==> config.mk <==
export PLATFORM = sky130hd
export DESIGN_NAME = sram_srw_arbiter_2p_flat
export DESIGN_NICKNAME = d
export VERILOG_FILES = /design/src/rtl/sram_srw_arbiter_2p_pkg.sv /design/src/rtl/sram_srw_arbiter_2p_if.sv /design/src/rtl/sram_srw_arbiter_2p_rr_arbiter_2.sv /design/src/rtl/sram_srw_arbiter_2p.sv /design/src/flat_wrapper.sv
export SDC_FILE = /design/constraint.sdc
export NUM_CORES = 1
export LEC_CHECK = 0
export ABC_CLOCK_PERIOD_IN_PS = 1200
export BUFFER_PORTS_ARGS = -buffer_cell sky130_fd_sc_hd__buf_2
export CAP_MARGIN = 20
export CORE_MARGIN = 2
export CORE_UTILIZATION = 34
export DETAILED_ROUTE_END_ITERATION = 10
export PLACE_DENSITY = 0.86
export SLEW_MARGIN = 15
export SYNTH_ARGS = -nofsm -noshare
export SYNTH_HDL_FRONTEND = slang
export SYNTH_SLANG_ARGS = --single-unit
export TNS_END_PERCENT = 30
==> constraint.sdc <==
create_clock -name sram_clock -period 1.2 [get_ports sram_clock]
set_input_delay 0.18 -clock sram_clock [delete_from_list [all_inputs] [get_ports sram_clock]]
set_output_delay 0.18 -clock sram_clock [all_outputs]
set_load 0.02 [all_outputs]
==> src/rtl/sram_srw_arbiter_2p_pkg.sv <==
// Shared definitions for the two-client SRAM arbiter: client ids, default widths, request record.
package sram_srw_arbiter_2p_pkg;

  localparam int ADDRESS_WIDTH = 15;
  localparam int DATA_WIDTH    = 32;
  localparam int BE_WIDTH      = DATA_WIDTH / 8;

  localparam logic CLIENT_A = 1'b0;
  localparam logic CLIENT_B = 1'b1;

  typedef struct packed {
    logic                     read_not_write;
    logic [ADDRESS_WIDTH-1:0] address;
    logic [DATA_WIDTH-1:0]    write_data;
    logic [BE_WIDTH-1:0]      byte_enable;
  } sram_req_t;

  // Reads never drive byte enables towards the SRAM.
  function automatic logic [BE_WIDTH-1:0] issue_write_enable(input sram_req_t req);
    return req.read_not_write ? '0 : req.byte_enable;
  endfunction

endpackage

==> src/rtl/sram_srw_arbiter_2p_if.sv <==
// Client-side request/response bundle for both arbiter clients.
interface sram_srw_arbiter_2p_if #(
  parameter int address_width = 15,
  parameter int data_width    = 32,
  parameter int be_width      = 4
);
  logic                     req_valid_a;
  logic                     req_ready_a;
  logic                     req_read_not_write_a;
  logic [address_width-1:0] req_address_a;
  logic [data_width-1:0]    req_write_data_a;
  logic [be_width-1:0]      req_byte_enable_a;

  logic                     req_valid_b;
  logic                     req_ready_b;
  logic                     req_read_not_write_b;
  logic [address_width-1:0] req_address_b;
  logic [data_width-1:0]    req_write_data_b;
  logic [be_width-1:0]      req_byte_enable_b;

  logic                     resp_valid_a;
  logic                     resp_valid_b;
  logic [data_width-1:0]    resp_data;

  modport master (
    output req_valid_a, req_read_not_write_a, req_address_a, req_write_data_a, req_byte_enable_a,
    output req_valid_b, req_read_not_write_b, req_address_b, req_write_data_b, req_byte_enable_b,
    input  req_ready_a, req_ready_b, resp_valid_a, resp_valid_b, resp_data
  );

  modport slave (
    input  req_valid_a, req_read_not_write_a, req_address_a, req_write_data_a, req_byte_enable_a,
    input  req_valid_b, req_read_not_write_b, req_address_b, req_write_data_b, req_byte_enable_b,
    output req_ready_a, req_ready_b, resp_valid_a, resp_valid_b, resp_data
  );
endinterface

==> src/rtl/sram_srw_arbiter_2p_rr_arbiter_2.sv <==
// Two-way round-robin grant: combinational grant, registered last_grant pointer.
module sram_rr_arbiter_2
  import sram_srw_arbiter_2p_pkg::*;
(
  input  logic clk,
  input  logic reset,
  input  logic valid_a,
  input  logic valid_b,
  output logic grant_a,
  output logic grant_b
);

  logic last_grant;

  // Grants are gated by reset so no handshake can complete while reset is held.
  always_comb begin
    grant_a = 1'b0;
    grant_b = 1'b0;
    if (!reset) begin
      grant_a = valid_a && (!valid_b || last_grant == CLIENT_B);
      grant_b = valid_b && (!valid_a || last_grant == CLIENT_A);
    end
  end

  always_ff @(posedge clk) begin
    if (reset) begin
      last_grant <= CLIENT_B;
    end else if (grant_a) begin
      last_grant <= CLIENT_A;
    end else if (grant_b) begin
      last_grant <= CLIENT_B;
    end
  end

endmodule

==> src/rtl/sram_srw_arbiter_2p.sv <==
// Two-client round-robin sequencer in front of a single-port SRAM; registered issue,
// read data returned two cycles after the handshake with a per-client valid strobe.
module sram_srw_arbiter_2p
  import sram_srw_arbiter_2p_pkg::*;
#(
  parameter int address_width = ADDRESS_WIDTH,
  parameter int data_width    = DATA_WIDTH,
  parameter int be_width      = BE_WIDTH
) (
  input  logic                     sram_clock,
  input  logic                     reset,
  sram_srw_arbiter_2p_if.slave     cl,
  output logic                     sram_select,
  output logic                     sram_read_not_write,
  output logic [address_width-1:0] sram_address,
  output logic [data_width-1:0]    sram_write_data,
  output logic [be_width-1:0]      sram_write_enable,
  input  logic [data_width-1:0]    sram_data_out
);

  logic      grant_a;
  logic      grant_b;
  logic      handshake;
  logic      owner;
  sram_req_t req_sel;
  logic [1:0] rd_vld;
  logic [1:0] rd_own;

  sram_rr_arbiter_2 u_arb (
    .clk     (sram_clock),
    .reset   (reset),
    .valid_a (cl.req_valid_a),
    .valid_b (cl.req_valid_b),
    .grant_a (grant_a),
    .grant_b (grant_b)
  );

  assign cl.req_ready_a = grant_a;
  assign cl.req_ready_b = grant_b;
  assign handshake      = grant_a | grant_b;
  assign owner          = grant_b ? CLIENT_B : CLIENT_A;

  always_comb begin
    req_sel.read_not_write = cl.req_read_not_write_a;
    req_sel.address        = cl.req_address_a;
    req_sel.write_data     = cl.req_write_data_a;
    req_sel.byte_enable    = cl.req_byte_enable_a;
    if (grant_b) begin
      req_sel.read_not_write = cl.req_read_not_write_b;
      req_sel.address        = cl.req_address_b;
      req_sel.write_data     = cl.req_write_data_b;
      req_sel.byte_enable    = cl.req_byte_enable_b;
    end
  end

  // Address and data hold between accesses; only select and write enable drop to idle.
  always_ff @(posedge sram_clock) begin
    if (reset) begin
      sram_select         <= 1'b0;
      sram_read_not_write <= 1'b1;
      sram_address        <= '0;
      sram_write_data     <= '0;
      sram_write_enable   <= '0;
    end else if (handshake) begin
      sram_select         <= 1'b1;
      sram_read_not_write <= req_sel.read_not_write;
      sram_address        <= req_sel.address;
      sram_write_data     <= req_sel.write_data;
      sram_write_enable   <= issue_write_enable(req_sel);
    end else begin
      sram_select         <= 1'b0;
      sram_write_enable   <= '0;
    end
  end

  // Stage 0 lines up with the select cycle, stage 1 with SRAM data out.
  always_ff @(posedge sram_clock) begin
    if (reset) begin
      rd_vld <= '0;
      rd_own <= '0;
    end else begin
      rd_vld <= {rd_vld[0], handshake & req_sel.read_not_write};
      rd_own <= {rd_own[0], owner};
    end
  end

  assign cl.resp_valid_a = rd_vld[1] && (rd_own[1] == CLIENT_A);
  assign cl.resp_valid_b = rd_vld[1] && (rd_own[1] == CLIENT_B);
  assign cl.resp_data    = sram_data_out;

endmodule

==> src/flat_wrapper.sv <==
// flat-port wrapper written by rule: the top's interface ports become plain ports
module sram_srw_arbiter_2p_flat import sram_srw_arbiter_2p_pkg::*;
#(
  parameter int address_width = ADDRESS_WIDTH,
  parameter int data_width    = DATA_WIDTH,
  parameter int be_width      = BE_WIDTH
)
  (sram_clock, reset, sram_select, sram_read_not_write, sram_address, sram_write_data, sram_write_enable, sram_data_out, cl_req_valid_a, cl_req_read_not_write_a, cl_req_address_a, cl_req_write_data_a, cl_req_byte_enable_a, cl_req_valid_b, cl_req_read_not_write_b, cl_req_address_b, cl_req_write_data_b, cl_req_byte_enable_b, cl_req_ready_a, cl_req_ready_b, cl_resp_valid_a, cl_resp_valid_b, cl_resp_data);
  sram_srw_arbiter_2p_if #(.address_width(address_width), .data_width(data_width), .be_width(be_width)) cl_i ();
  input  logic sram_clock;
  input  logic reset;
  output logic sram_select;
  output logic sram_read_not_write;
  output logic [address_width-1:0] sram_address;
  output logic [data_width-1:0] sram_write_data;
  output logic [be_width-1:0] sram_write_enable;
  input  logic [data_width-1:0] sram_data_out;
  input wire logic [$bits(cl_i.req_valid_a)-1:0] cl_req_valid_a;
  input wire logic [$bits(cl_i.req_read_not_write_a)-1:0] cl_req_read_not_write_a;
  input wire logic [$bits(cl_i.req_address_a)-1:0] cl_req_address_a;
  input wire logic [$bits(cl_i.req_write_data_a)-1:0] cl_req_write_data_a;
  input wire logic [$bits(cl_i.req_byte_enable_a)-1:0] cl_req_byte_enable_a;
  input wire logic [$bits(cl_i.req_valid_b)-1:0] cl_req_valid_b;
  input wire logic [$bits(cl_i.req_read_not_write_b)-1:0] cl_req_read_not_write_b;
  input wire logic [$bits(cl_i.req_address_b)-1:0] cl_req_address_b;
  input wire logic [$bits(cl_i.req_write_data_b)-1:0] cl_req_write_data_b;
  input wire logic [$bits(cl_i.req_byte_enable_b)-1:0] cl_req_byte_enable_b;
  output wire logic [$bits(cl_i.req_ready_a)-1:0] cl_req_ready_a;
  output wire logic [$bits(cl_i.req_ready_b)-1:0] cl_req_ready_b;
  output wire logic [$bits(cl_i.resp_valid_a)-1:0] cl_resp_valid_a;
  output wire logic [$bits(cl_i.resp_valid_b)-1:0] cl_resp_valid_b;
  output wire logic [$bits(cl_i.resp_data)-1:0] cl_resp_data;
  assign cl_i.req_valid_a = cl_req_valid_a;
  assign cl_i.req_read_not_write_a = cl_req_read_not_write_a;
  assign cl_i.req_address_a = cl_req_address_a;
  assign cl_i.req_write_data_a = cl_req_write_data_a;
  assign cl_i.req_byte_enable_a = cl_req_byte_enable_a;
  assign cl_i.req_valid_b = cl_req_valid_b;
  assign cl_i.req_read_not_write_b = cl_req_read_not_write_b;
  assign cl_i.req_address_b = cl_req_address_b;
  assign cl_i.req_write_data_b = cl_req_write_data_b;
  assign cl_i.req_byte_enable_b = cl_req_byte_enable_b;
  assign cl_req_ready_a = cl_i.req_ready_a;
  assign cl_req_ready_b = cl_i.req_ready_b;
  assign cl_resp_valid_a = cl_i.resp_valid_a;
  assign cl_resp_valid_b = cl_i.resp_valid_b;
  assign cl_resp_data = cl_i.resp_data;
  sram_srw_arbiter_2p #(.address_width(address_width), .data_width(data_width), .be_width(be_width)) u_core (.sram_clock(sram_clock), .reset(reset), .cl(cl_i), .sram_select(sram_select), .sram_read_not_write(sram_read_not_write), .sram_address(sram_address), .sram_write_data(sram_write_data), .sram_write_enable(sram_write_enable), .sram_data_out(sram_data_out));
endmodule
==> results.json <==
{
  "status": "finished, violations left",
  "violations": "negative setup slack",
  "core_mm2": 0.00761,
  "placed_area_mm2": 0.00349,
  "worst_setup_path_end_kind": "flip-flop",
  "hold_path_class": "input port to flip-flop",
  "clock_latency_ps": 320,
  "synth_compound_area_share_pct": 22.1,
  "drtAntennaViolNets": 0,
  "drcViolationCount": 0,
  "cts_tree": "done",
  "period_minus_slack_ps": 1420,
  "grt_pass1_wl_um": 12200,
  "synth.area.top_cells": "dfxtp_1, a221o_1, nor4b_1",
  "via_per_inst": 5.39,
  "mostFrequentLayoutCells": "buf_2, dfxtp_1, a221o_1, nor4b_1",
  "place.port_buffers": 164,
  "dp_hpwl_um": 5730,
  "yosys.area_share.simple_pct": 19.0,
  "cts_num_sinks": 58,
  "synth_xor_xnor_area_share_pct": 0,
  "synthMuxAreaShare_pct": 0,
  "crit_required_ps": 1410,
  "grt_max_degree": 35,
  "synth_top_cell_area_share_pct": 44.0,
  "rsz0062_at_grt": "true",
  "fin_crit_sh_pct": 118,
  "vdd_drop_max_mv": 0.658,
  "fin_cells": 498,
  "synth_top_family_by_area": "compound AO/OA/AOI/OAI gates",
  "synth_top_area_cell": "dfxtp_1",
  "dr.pass1.iters": 4,
  "numCtsBuffers": 9,
  "initial_utilization_pct": 34.7,
  "drv_slew": 0,
  "pin_count": 229,
  "max_freq_mhz": 705,
  "postSynthCellCount": 247,
  "overflow": 0,
  "final_common_cell": "buf_2",
  "yosys.area_share.adder_pct": 0,
  "ys_warn_count": 0,
  "crit_arrival_ps": 1620,
  "worst-r2r-cell-count": 5,
  "n_fill_cell": 672,
  "num_rows": 32,
  "dp.cells": 472,
  "syn_area_mm2": 0.00264,
  "h-tree-depth": 3,
  "maxCapViolCount": 0,
  "design_area_mm2": 0.00399,
  "finalHoldViolCount": 0,
  "syn_nets": 387,
  "num_vias": 2684,
  "syn_to_final_growth_pct": 51.3,
  "start_kind": "flip-flop",
  "layout-drive-gt1-share_pct": 58.8,
  "first_global_vias": 2534,
  "power.density_mw_per_mm2": 1300,
  "path_class": "flip-flop to flip-flop",
  "track_usage_pct": 18.1,
  "nNetsFinal": 532,
  "setup_slack_ps": -217,
  "drtIter0Drc": 118,
  "clkSlewWorstSetupHoldPaths_ps": 60,
  "place.gp.congestion": 0.795,
  "worst_slew_pin_slew_ps": 297,
  "skew_ps": 6.85,
  "totalWireLength_um": 8420,
  "die_y_um": 92.1,
  "cts-root-buf": "clkbuf_8",
  "p_leak_nw": 1.83,
  "cp_max_fo": 12,
  "clk_path_buf_depth": 2,
  "fp.dieArea_mm2": 0.00848,
  "post_synth_num_cell_types": 22,
  "wl_per_cell_um": 16.9,
  "relSlewSlack_pct": 79.9,
  "avgSynthCellArea_um2": 10.7,
  "setup_violations": 55,
  "num_antenna_cells": 0,
  "yosysSeqAreaShare_pct": 44.0,
  "min_path_cells": 2,
  "ys_ff_latch": 58,
  "die_w_um": 92.1,
  "antenna_found_initial": 0
}
-- what timing repair did --
item                       in CTS  in global routing
pin swaps                       4                  4
hold buffers                    0                  0
setup endpoints to repair      41                 55
buffers inserted                5                  3
cloned                          1                  2
resized for setup              16                 22
-- sequential cells by signal, summed over array words and instances, names as in the netlist --
register / count
u_core.sram_address: 15
u_core.sram_select: 1
u_core.sram_read_not_write: 1
u_core.sram_write_data: 32
u_core.sram_write_enable: 4
u_core.u_arb.last_grant: 1
u_core.rd_own: 2
u_core.rd_vld: 2
-- synth_stat cells --
master	number
dfxtp_1	58
a221o_1	47
nor4b_1	47
buf_4	32
buf_2	14
clkbuf_1	8
o21ai_0	6
nand3_1	5
a211oi_1	4
nor2_1	4
nor2b_1	4
buf_6	3
inv_1	3
buf_1	2
nand2_1	2
nor3_1	2
a21bo_4	1
a21boi_0	1
a21boi_2	1
a2bb2oi_1	1
and2_1	1
o32a_1	1
-- per-stage QoR --
stage	setup WS, ps	util (%)	power, mW	hold WS [ps]	setup TNS (ps)
4_1_cts	-236	50.0	5.17	55.1	-8350
5_1_grt	-265	52.5	5.43	58.9	-12330
3_3_place_gp	-65.8	45.8	3.23	360	-1780
3_5_place_dp	-87.1	45.8	3.26	360	-3330
6_report	-217	52.5	5.19	80.5	-10130
2_1_floorplan	-17.5	-	2.92	313	-408
-- kinds of logic after synthesis --
group / Yosys count
flops: 58
buf+inv: 62
compound gates: 62
simple gates: 65
-- per-layer routing --
metal	global-route usage [%]	share of wire [%]	up-vias
met1	21.2	40	1282
li1	-	-	1245
met4	5.35	1.1	0
met3	5.34	7.4	18
met2	31.9	52	139
met5	0	0	-
-- worst max-delay path, stage by stage, from the launching register on --
cell,delay [ps]
dfxtp_4,360
a21bo_4,130
nor2_4,40
buf_4,150
bufbuf_16,270
a221o_1,340
-- where the power goes --
part / switching [mW] / total [mW] / leakage, nW / internal, mW
registers: 0.0858 / 2.17 / 0.481 / 2.09
clock network: 0.720 / 1.84 / 0.106 / 1.12
logic: 0.607 / 1.18 / 1.25 / 0.576
-- worst paths after layout --
kind,from,end,slack (ps)
worst max-delay path,u_core.u_arb.last_grant,u_core.sram_write_data[10],-220
worst min-delay path,cl_req_write_data_b[23],u_core.sram_write_data[23],80
worst max register to register,u_core.u_arb.last_grant,u_core.sram_write_data[10],-220
worst min register to register,u_core.rd_vld[0],u_core.rd_vld[1],450
-- final cells by class --
type / instances / area, µm² / area share (%)
inverters: 3 / 11.3 / 0.282
repair buffers: 193 / 1250 / 31.2
well taps: 102 / 128 / 3.20
clock buffers: 13 / 169 / 4.23
clock inverters: 2 / 35.0 / 0.877
multi-input cells: 127 / 1240 / 31.0
flip-flops and latches: 58 / 1160 / 29.2
(Power assumes the default switching activity.)
